===== config.mk =====
export PLATFORM = sky130hd
export DESIGN_NAME = matrix_scroll_panel
export DESIGN_NICKNAME = d
export VERILOG_FILES = /design/src/rtl/matrix_panel_pkg.sv /design/src/rtl/matrix_scan_timer.sv /design/src/rtl/matrix_scroll_panel.sv
export SDC_FILE = /design/constraint.sdc
export NUM_CORES = 1
export LEC_CHECK = 0
export CORE_ASPECT_RATIO = 0.5
export CORE_MARGIN = 5
export CORE_UTILIZATION = 54
export DETAILED_ROUTE_END_ITERATION = 7
export PLACE_DENSITY = 0.75
export SLEW_MARGIN = 0
export SYNTH_ARGS = -nofsm -noshare
export SYNTH_HDL_FRONTEND = slang
export SYNTH_SLANG_ARGS = --single-unit

===== constraint.sdc =====
create_clock -name clk -period 2.3 [get_ports clk]
set_input_delay 0.46 -clock clk [delete_from_list [all_inputs] [get_ports clk]]
set_output_delay 0.46 -clock clk [all_outputs]
set_load 0.005 [all_outputs]

===== src/rtl/matrix_panel_pkg.sv =====
// Shared definitions for the scrolling LED matrix panel: the 2-bit mode
// encoding used on the mode input and throughout the panel logic.
package matrix_panel_pkg;

    typedef enum logic [1:0] {
        MODE_OFF      = 2'b00,
        MODE_STATIC   = 2'b01,
        MODE_SCROLL_L = 2'b10,
        MODE_SCROLL_R = 2'b11
    } mode_t;

endpackage


===== src/rtl/matrix_scan_timer.sv =====
// Scan timing for the LED matrix: a prescaler sets the column period, the
// column index walks across the matrix, and a frame counter divides frames
// down to scroll steps. "clear" parks everything at zero; "run" lets it count.
module matrix_scan_timer #(
    parameter int COLS            = 7,
    parameter int SCAN_DIV        = 50000,
    parameter int FRAMES_PER_STEP = 8,
    localparam int CW = (COLS > 1) ? $clog2(COLS) : 1
) (
    input  logic          clk,
    input  logic          rst_n,
    input  logic          run,
    input  logic          clear,
    output logic [CW-1:0] col_idx,
    output logic          presc_zero,
    output logic          frame_tick,
    output logic          step
);

    localparam int PW = $clog2(SCAN_DIV);
    localparam int FW = (FRAMES_PER_STEP > 1) ? $clog2(FRAMES_PER_STEP) : 1;

    localparam logic [PW-1:0] PRESC_LAST = PW'(SCAN_DIV - 1);
    localparam logic [CW-1:0] COL_LAST   = CW'(COLS - 1);
    localparam logic [FW-1:0] FRAME_LAST = FW'(FRAMES_PER_STEP - 1);

    logic [PW-1:0] r_presc;
    logic [CW-1:0] r_col_idx;
    logic [FW-1:0] r_frame_cnt;
    logic          r_frame_tick;

    logic w_presc_wrap;
    logic w_col_wrap;
    logic w_frame_wrap;

    // Wrap detection for each level of the counter chain.
    always_comb begin
        w_presc_wrap = (r_presc == PRESC_LAST);
        w_col_wrap   = w_presc_wrap && (r_col_idx == COL_LAST);
        w_frame_wrap = w_col_wrap && (r_frame_cnt == FRAME_LAST);
    end

    // Counter chain; the tick is registered so it lands with col_idx == 0.
    always_ff @(posedge clk or negedge rst_n) begin
        if (!rst_n) begin
            r_presc      <= '0;
            r_col_idx    <= '0;
            r_frame_cnt  <= '0;
            r_frame_tick <= 1'b0;
        end else if (clear) begin
            r_presc      <= '0;
            r_col_idx    <= '0;
            r_frame_cnt  <= '0;
            r_frame_tick <= 1'b0;
        end else if (run) begin
            r_presc <= w_presc_wrap ? '0 : r_presc + 1'b1;
            if (w_presc_wrap) begin
                r_col_idx <= w_col_wrap ? '0 : r_col_idx + 1'b1;
            end
            if (w_col_wrap) begin
                r_frame_cnt <= w_frame_wrap ? '0 : r_frame_cnt + 1'b1;
            end
            r_frame_tick <= w_col_wrap;
        end else begin
            r_frame_tick <= 1'b0;
        end
    end

    assign col_idx    = r_col_idx;
    assign presc_zero = (r_presc == '0);
    assign frame_tick = r_frame_tick;
    assign step       = run && !clear && w_frame_wrap;

endmodule


===== src/rtl/matrix_scroll_panel.sv =====
// Scrolling LED matrix controller: a writable message buffer of MSG_LEN
// columns shown through a COLS-wide window that can stay put or scroll
// left/right, scanned one column at a time.
// Optional build macro MATRIX_SCROLL_PANEL_GHOST_BLANK_EN blanks the first
// cycle of every column to suppress ghosting.
module matrix_scroll_panel
    import matrix_panel_pkg::*;
#(
    parameter int ROWS            = 5,
    parameter int COLS            = 7,
    parameter int MSG_LEN         = 16,
    parameter int SCAN_DIV        = 50000,
    parameter int FRAMES_PER_STEP = 8,
    localparam int AW = (MSG_LEN > 1) ? $clog2(MSG_LEN) : 1
) (
    input  logic            clk,
    input  logic            rst_n,
    input  logic [1:0]      mode,
    input  logic            wr_en,
    input  logic [AW-1:0]   wr_addr,
    input  logic [ROWS-1:0] wr_data,
    output logic [ROWS-1:0] row,
    output logic [COLS-1:0] col,
    output logic            frame_tick
);

    localparam int CW = (COLS > 1) ? $clog2(COLS) : 1;
    localparam logic [AW-1:0] OFF_LAST = AW'(MSG_LEN - 1);

    logic [ROWS-1:0] r_buf [MSG_LEN];
    logic [AW-1:0]   r_offset;
    logic [ROWS-1:0] r_row;
    logic [COLS-1:0] r_col;
    logic            r_frame_tick;

    mode_t           w_mode;
    logic            w_run;
    logic            w_clear;
    logic [CW-1:0]   w_col_idx;
    logic            w_presc_zero;
    logic            w_tick;
    logic            w_step;
    logic [AW-1:0]   w_rd_idx;

    // (offset + c) mod MSG_LEN with one carry bit, so no wrap is lost.
    function automatic logic [AW-1:0] buf_index(input logic [AW-1:0] off,
                                                input logic [CW-1:0] c);
        logic [AW:0] s;
        s = {1'b0, off} + (AW+1)'(c);
        if (s >= (AW+1)'(MSG_LEN)) begin
            s = s - (AW+1)'(MSG_LEN);
        end
        return s[AW-1:0];
    endfunction

    function automatic logic [COLS-1:0] onehot(input logic [CW-1:0] c);
        logic [COLS-1:0] v;
        v    = '0;
        v[c] = 1'b1;
        return v;
    endfunction

    assign w_mode   = mode_t'(mode);
    assign w_run    = (w_mode != MODE_OFF);
    assign w_clear  = (w_mode == MODE_OFF);
    assign w_rd_idx = buf_index(r_offset, w_col_idx);

    matrix_scan_timer #(
        .COLS            (COLS),
        .SCAN_DIV        (SCAN_DIV),
        .FRAMES_PER_STEP (FRAMES_PER_STEP)
    ) u_timer (
        .clk        (clk),
        .rst_n      (rst_n),
        .run        (w_run),
        .clear      (w_clear),
        .col_idx    (w_col_idx),
        .presc_zero (w_presc_zero),
        .frame_tick (w_tick),
        .step       (w_step)
    );

    // Message buffer: host writes accepted in every mode, bad addresses dropped.
    always_ff @(posedge clk or negedge rst_n) begin
        if (!rst_n) begin
            for (int i = 0; i < MSG_LEN; i++) begin
                r_buf[i] <= '0;
            end
        end else if (wr_en && (int'(wr_addr) < MSG_LEN)) begin
            r_buf[wr_addr] <= wr_data;
        end
    end

    // Window offset moves one column per scroll step; mode changes never reset it.
    always_ff @(posedge clk or negedge rst_n) begin
        if (!rst_n) begin
            r_offset <= '0;
        end else if (w_step) begin
            case (w_mode)
                MODE_SCROLL_L: r_offset <= (r_offset == OFF_LAST) ? '0 : r_offset + 1'b1;
                MODE_SCROLL_R: r_offset <= (r_offset == '0) ? OFF_LAST : r_offset - 1'b1;
                default:       r_offset <= r_offset;
            endcase
        end
    end

    // Registered drivers, one cycle behind the scan state and buffer contents.
    always_ff @(posedge clk or negedge rst_n) begin
        if (!rst_n) begin
            r_row        <= '0;
            r_col        <= '0;
            r_frame_tick <= 1'b0;
        end else if (w_mode == MODE_OFF) begin
            r_row        <= '0;
            r_col        <= '0;
            r_frame_tick <= 1'b0;
        end else begin
`ifdef MATRIX_SCROLL_PANEL_GHOST_BLANK_EN
            r_row <= w_presc_zero ? '0 : r_buf[w_rd_idx];
            r_col <= w_presc_zero ? '0 : onehot(w_col_idx);
`else
            r_row <= r_buf[w_rd_idx];
            r_col <= onehot(w_col_idx);
`endif
            r_frame_tick <= w_tick;
        end
    end

`ifndef MATRIX_SCROLL_PANEL_GHOST_BLANK_EN
    // Prescaler phase only matters when blanking is built in.
    logic w_unused;
    assign w_unused = w_presc_zero;
`endif

    assign row        = r_row;
    assign col        = r_col;
    assign frame_tick = r_frame_tick;

endmodule


==> flow_summary.yaml, run 1 <==
detailed_routing:
  dr.pass1.iters: 5
  dr_total_vias: 3738
  ant_nets: 0
  drt_iter0_markers: 378
  viasPerCell: 5.74
  drc: 0
  postRouteWirelength_mm: 12.4
  wl_per_cell_um: 19.1
grt:
  grt-busiest-layer: "met2"
  gr-usage-all-layers_pct: 20.9
  antenna_found_initial: 0
  overflow: 0
  grt.met3_usage_pct: 4.93
  grt_max_degree: 54
  grt_pass1_wl_mm: 21.2
  grt_use_met1_pct: 27.6
  use_met2_pct: 34.4
  first_global_vias: 3981
yosys:
  netlist.area_leader.share_pct: 52.0
  yosysMostFrequentCell: "dfrtp_1"
  synthTopCellsByArea: "dfrtp_1 52%, mux2_2 20%, mux4_2 3.9%"
  yosysTopAreaCell: "dfrtp_1"
  synth_cell_types: 49
  ys_dominant_reg_cell: "dfrtp_1"
  synth_common_cells: "120 x dfrtp_1, 101 x mux2_2, 40 x nor2_1"
  ys_ff_latch: 120
  syn_area_um2: 5770
  synth_fp_nets: 474
  syn_area_per_cell_um2: 12.9
  async_flop_share_pct: 100
  synth_seq_area_share_pct: 52.0
  synth_cells: 449
  synth_warnings: 0
  synth_edf_count: 0
place:
  routabilityCongestion: 0.835
  hpwl_mm: 8.26
  port-buffer-count: 26
  place_ws_ps: 52.5
worst_setup_path:
  r2r_end: "row[0]$_DFF_PN0_"
  reg2reg_from: "r_offset[0]$_DFFE_PN0P_"
  crit_arrival_ps: 2500
  startpoint_type: "register"
  worst-path-buf-inv: 1
  cp_top_family: "adder cells"
  cp_max_fo: 14
  critPathSlowestCell: "fa_1"
  cp.required_ps: 2580
  path_class: "reg2reg"
  worstPathCellList: "ha_1 > fa_1 > buf_12 > mux4_2 > mux2_2 > o21ai_1 > o31ai_1"
  max_stage_delay_ps: 530
  ff2ff_setup_slack_ps: 70
  crit_path_end_kind: "register"
  crit_path_start: "r_offset[0]$_DFFE_PN0P_"
  reg2reg_depth: 7
job:
  cap_viol_max_count: 0
sta:
  tightest_slew_ps: 685
  finalClockSkew_ps: 7.98
  whs_ps: -5.41
  setup_viol: 0
  slew_viol_final: 0
  slew_headroom_pct: 54.3
  fin_crit_sh_pct: 96.8
  rsz0062_at_grt: "yes"
  worst_slack_ps: 72.9
  hold_violations: 23
  post-route-min-period_ps: 2230
  fmax_mhz: 449
min_path:
  hp-class: "in2async"
clocking:
  clockRootBuffer: "clkbuf_16"
  clock_latency_ps: 410
  cts_hold_buf: 0
  cts-buffers-inserted: 17
  ctsResizeCount: 0
  clkTransAtPathRegs_ps: 60
  htreeDepth: 4
  cts_tree: "built"
  clock_sinks: 120
  cts_setup_buffers: 0
  clock_path_buffers: 2
run_status:
  violations: "hold timing"
  outcome: "finished with violations"
finish:
  area_growth_pct: 21.9
  fillCellCount: 698
  antenna_cells: 0
  nets: 523
  final_layout_size_suffix_gt1_share_pct: 35.0
power:
  p_leak_nw: 3.09
  peakVddDrop_mv: 0.503
  power_density_nw_per_um2: 927
floorplan:
  chipHeight_um: 83.1
  std_cell_rows: 26
  coreArea_um2: 10300
  start_util_pct: 56.0
  die_area_um2: 13000
  ios: 27
  die_width_um: 156
routing by layer:
metal	part of all wire [%]	wire length, µm
met2	49	6080
met1	46	5740
met5	0	0
met4	1.3	162
met3	3.5	438
registers in the layout (all words and copies together) (netlist names):
name	count
u_timer.col_idx	3
u_timer.r_presc	16
u_timer.frame_tick	1
r_offset	4
u_timer.r_frame_cnt	3
col	7
r_buf	80
frame_tick	1
row	5
worst reg2reg max path, stage by stage, from the launching register on:
cell and delay (ps):
dfrtp_1 370, ha_1 220, fa_1 530, buf_12 160, mux4_2 300, mux2_2 270, o21ai_1 130, o31ai_1 110
layout make-up:
class / count / area [µm²] / area share (%)
Sequential cell: 120 / 3000 / 42.7
Multi-Input combinational cell: 299 / 2650 / 37.6
Timing Repair Buffer: 52 / 503 / 7.15
Clock buffer: 20 / 457 / 6.49
Clock inverter: 12 / 221 / 3.15
Tap cell: 140 / 175 / 2.49
Inverter: 8 / 30.0 / 0.427
stage by stage:
stage	util, %	power, mW	area (µm²)	std cells	setup TNS (ps)
floorplan	-	3.20	5780	449	0
global placement	61.6	3.46	6350	619	0
detailed placement	61.6	3.51	6350	619	0
CTS	68.1	6.56	7030	651	0
global route	68.2	6.78	7040	651	-25.4
finish	68.2	6.52	7040	651	0
where the power goes:
| part | switching [mW] | internal, mW |
|---|---|---|
| clock network | 0.942 | 2.09 |
| logic | 0.294 | 0.487 |
| registers | 0.226 | 2.49 |
worst max path at each step:
stage                       end  slack (ps)  depth (start not counted)
6_report       row[0]$_DFF_PN0_          70                          7
5_1_grt        row[2]$_DFF_PN0_         -20                          7
4_1_cts        row[0]$_DFF_PN0_          30                          7
3_5_place_dp   row[4]$_DFF_PN0_          50                          7
3_3_place_gp   row[0]$_DFF_PN0_          50                          7
2_1_floorplan  row[0]$_DFF_PN0_          20                          7
kinds of logic (layout without fill, tap and decap cells):
| group | Yosys count | after routing | share of synthesized area, % |
|---|---|---|---|
| AND/OR/NAND/NOR | 110 | 110 | 10.7 |
| XOR/XNOR | 17 | 17 | 2.71 |
| flip-flops | 120 | 120 | 52.0 |
| multiplexers | 120 | 120 | 25.2 |
| AO/OA/AOI/OAI | 41 | 41 | 4.57 |
| buffers and inverters | 30 | 92 | 2.34 |
| adder cells (fa/ha/maj) | 11 | 11 | 2.51 |
placed cells by master (no fill, tap or decap), drive strengths merged, types with 2 or more instances in the layout:
| cell type | Yosys | layout |
|---|---|---|
| clkbuf | 15 | 20 |
| and4bb | 2 | 2 |
| mux2 | 101 | 101 |
| mux4 | 10 | 10 |
| nand2b | 6 | 6 |
| inv | 8 | 8 |
| nand3b | 5 | 5 |
| clkinvlp | 0 | 3 |
| xnor2 | 13 | 13 |
| nor2 | 40 | 40 |
| buf | 7 | 27 |
| o31ai | 5 | 5 |
| o22ai | 5 | 5 |
| clkdlybuf4s50 | 0 | 25 |
| nor3 | 10 | 10 |
| xor2 | 4 | 4 |
| bufinv | 0 | 6 |
| nand4b | 2 | 2 |
| or3 | 3 | 3 |
| nand3 | 10 | 10 |
| nor4 | 6 | 6 |
| nand4 | 3 | 3 |
| o2bb2ai | 6 | 6 |
| and3 | 3 | 3 |
| mux2i | 9 | 9 |
| clkinv | 0 | 3 |
| dfrtp | 120 | 120 |
| ha | 10 | 10 |
| nor4b | 2 | 2 |
| nand2 | 10 | 10 |
| a21oi | 7 | 7 |
| o21ai | 13 | 13 |
(Power assumes the default switching activity.)
==> run 2, diff against run 1 <==
--- a/config.mk
+++ b/config.mk
@@ -8,6 +8,7 @@
 export CORE_ASPECT_RATIO = 0.5
 export CORE_MARGIN = 5
 export CORE_UTILIZATION = 54
+export CTS_CLUSTER_SIZE = 8
 export DETAILED_ROUTE_END_ITERATION = 7
 export PLACE_DENSITY = 0.75
 export SLEW_MARGIN = 0
==> results of run 2 <==
Same layout as run 1: the final DEF is identical, and so are final timing and power.
==> edit (settings of run 2) <==
`SCAN_DIV` is set to 50000 in 2 places; all go to 100000.
--- a/src/rtl/matrix_scan_timer.sv
+++ b/src/rtl/matrix_scan_timer.sv
@@ -3,7 +3,7 @@
 // down to scroll steps. "clear" parks everything at zero; "run" lets it count.
 module matrix_scan_timer #(
     parameter int COLS            = 7,
-    parameter int SCAN_DIV        = 50000,
+    parameter int SCAN_DIV        = 100000,
     parameter int FRAMES_PER_STEP = 8,
     localparam int CW = (COLS > 1) ? $clog2(COLS) : 1
 ) (
--- a/src/rtl/matrix_scroll_panel.sv
+++ b/src/rtl/matrix_scroll_panel.sv
@@ -9,7 +9,7 @@
     parameter int ROWS            = 5,
     parameter int COLS            = 7,
     parameter int MSG_LEN         = 16,
-    parameter int SCAN_DIV        = 50000,
+    parameter int SCAN_DIV        = 100000,
     parameter int FRAMES_PER_STEP = 8,
     localparam int AW = (MSG_LEN > 1) ? $clog2(MSG_LEN) : 1
 ) (
Formal check against the unedited RTL: no difference found for any inputs over 10 cycles, from zero or initial values and one cycle with rst_n low; that may be too few to reach the edited logic, so the function may still have changed.
==> edit against run 2 <==
Routed wire length rose by 2.7%. Cell area rose by 0.73%. Sequential share of layout area barely moved. Critical endpoint is now row[2]. Total power fell by 2.2%. Sequential cell count rose by 1. Critical path type unchanged. Area after synthesis rose by 0.22%. Worst setup slack barely moved.
==> edit: results (changes against run 2) <==
routing:
  drt-vias-per-instance: 5.877  # +2.4%
  post_drt_wl_per_cell_um: 19.33  # +1.3%
  top_layer_used: "met4"
  drt_iter0_markers: 348  # -7.9%
  dr_wl_met2_um: 6157  # +1.2%
  drt_pass1_iterations: 4  # -1
  routed_wirelength_um: 12760  # +2.7%
  met1_length_um: 5783  # +0.78%
  met3WireLength_um: 654  # +49%
sta:
  clock_skew_ns: 0.02082  # +0.01284 ns
  holdWs_ns: 0.1218  # +0.1272 ns
  timing.final.hold_violations: 0  # -100%
  final_critical_path_setup_slack_ns: 0.07337  # +0.0004210 ns
  tightestPinTransition_ns: 0.7129  # +0.02763 ns
place:
  dp_hpwl_um: 8049  # -2.5%
  placement.cell_area_mm2: 0.006390  # +0.67%
  place_congestion: 0.8210  # -1.6%
  place_worst_setup_slack_ns: 0.03672  # -0.01579 ns
  placed_cells: 626  # +1.1%
logic_synthesis:
  synth.area.top_cells: "dfrtp_1 (52%), mux2_2 (20%), mux4_2 (3.9%)"
  syn-mean-instance-area_um2: 12.77  # -0.67%
  synth_fp_nets: 478  # +0.84%
  synth_commonest_cells: "dfrtp_1 (121), mux2_2 (101), nor2_1 (35)"
  synth.yosys.seq_area_share: 0.5232  # +0.003200
  fraction_of_synthesis_flops_using_an_asynchronous_set_or_reset_pin: 1.000  # unchanged
  netlist-cell-type-count: 47  # -4.1%
  synth_ff_type: "dfrtp_1"
critical_path:
  critPathMaxStageDelay_ns: 0.56  # +0.03 ns
  path_max_fanout: 13  # -1
  worst_path_dominant_cell_family: "adder cells"
  crit_path_top_delay_cell: "fa_2"
  worst_ep_arrival_time_ns: 2.52  # +0.02 ns
finish:
  nFillCells: 719  # +3.0%
  final_layout_size_suffix_gt1_frac: 0.3519  # +0.001630
  design.final.nets: 532  # +1.7%
  max_reg_flops: 80  # unchanged
  flow.area_growth_from_synthesis_pct: 22.49
pwr:
  p_leak_nw: 3.061  # -1.1%
  p_int_mw: 4.819  # -4.7%
  vdd_drop_max_uv: 456.0  # -9.3%
global_route:
  grt.met3_usage: 0.04673  # -0.002596
  vias_in_the_first_global_route: 3904  # -1.9%
  grt_max_degree: 122  # +130%
  grt_util_met2: 0.3231  # -0.02100
  number_of_antenna_violations_at_the_first_check_in_global_routing: 0  # unchanged
  wire_length_of_the_first_global_routing_pass_um: 20950  # -1.3%
  met1_usage: 0.2815  # +0.005980
  global_route.usage.total: 0.2047  # -0.004735
clock_tree:
  max-clock-path-buffers: 2  # unchanged
  cts_inserted_buffers: 17  # unchanged
  insertion_delay_ns: 0.43  # +0.02 ns
  clk_pin_slew_worst_paths_ns: 0.06  # about the same
min_path:
  worst_hold_path_type: "in -> async"
outcome:
  outcome: "complete, no violations"
## edit: cell count changes in the layout (fill, tap and decap cells not counted), moves of 3 or more
cell	run 2	this run
or4_1	1	6
nor2_1	40	35
a21oi_1	7	10
o21ai_0	8	14
## edit: area by class of cell
cell class | instances | share of cell area
Sequential cell | 121 | 0.4272
Multi-Input combinational cell | 304 | 0.3779
Timing Repair Buffer | 54 | 0.07555
Clock buffer | 18 | 0.06196
Clock inverter | 14 | 0.02789
Tap cell | 140 | 0.02471
Inverter | 9 | 0.004766
## edit: path summary, 6_finish.rpt
check                            start                      to  cells after the start
hold reg to reg              r_buf[43]               r_buf[43]                      1
min in group clk             r_buf[43]               r_buf[43]                      1
hold / removal                   rst_n  u_timer.r_frame_cnt[1]                      2
setup reg to reg           r_offset[0]                  row[2]                      7
max in group asynchronous        rst_n               r_buf[59]                      2
setup / recovery           r_offset[0]                  row[2]                      7
## edit: repair_timing
action	in CTS	in global routing
gates resized for setup	0	7
buffers inserted	0	1
endpoints found under the setup margin	0	6
## edit: logic make-up after synthesis
kind of cell,synth area share
AO/OA/AOI/OAI,0.05211
XOR/XNOR,0.02703
adder cells (fa/ha/maj),0.02508
buffers and inverters,0.01881
flip-flops,0.5232
multiplexers,0.2495
AND/OR/NAND/NOR,0.1042
## edit: power by group through the flow
stage | sequential [mW] | clock (mW) | combinational, mW
after floorplan | 2.68 | 0 | 0.539
after global placement | 2.75 | 0 | 0.722
after detailed placement | 2.76 | 0 | 0.756
after CTS | 2.74 | 2.88 | 0.770
after global routing | 2.78 | 2.99 | 0.850
final | 2.74 | 2.87 | 0.766
## edit: worst reg2reg max path: stages, from the launching register on
cell and delay [ns]:
dfrtp_1 0.38, ha_2 0.21, fa_2 0.56, buf_12 0.14, mux4_2 0.32, mux2_2 0.29, o21ai_0 0.09, o31ai_1 0.09
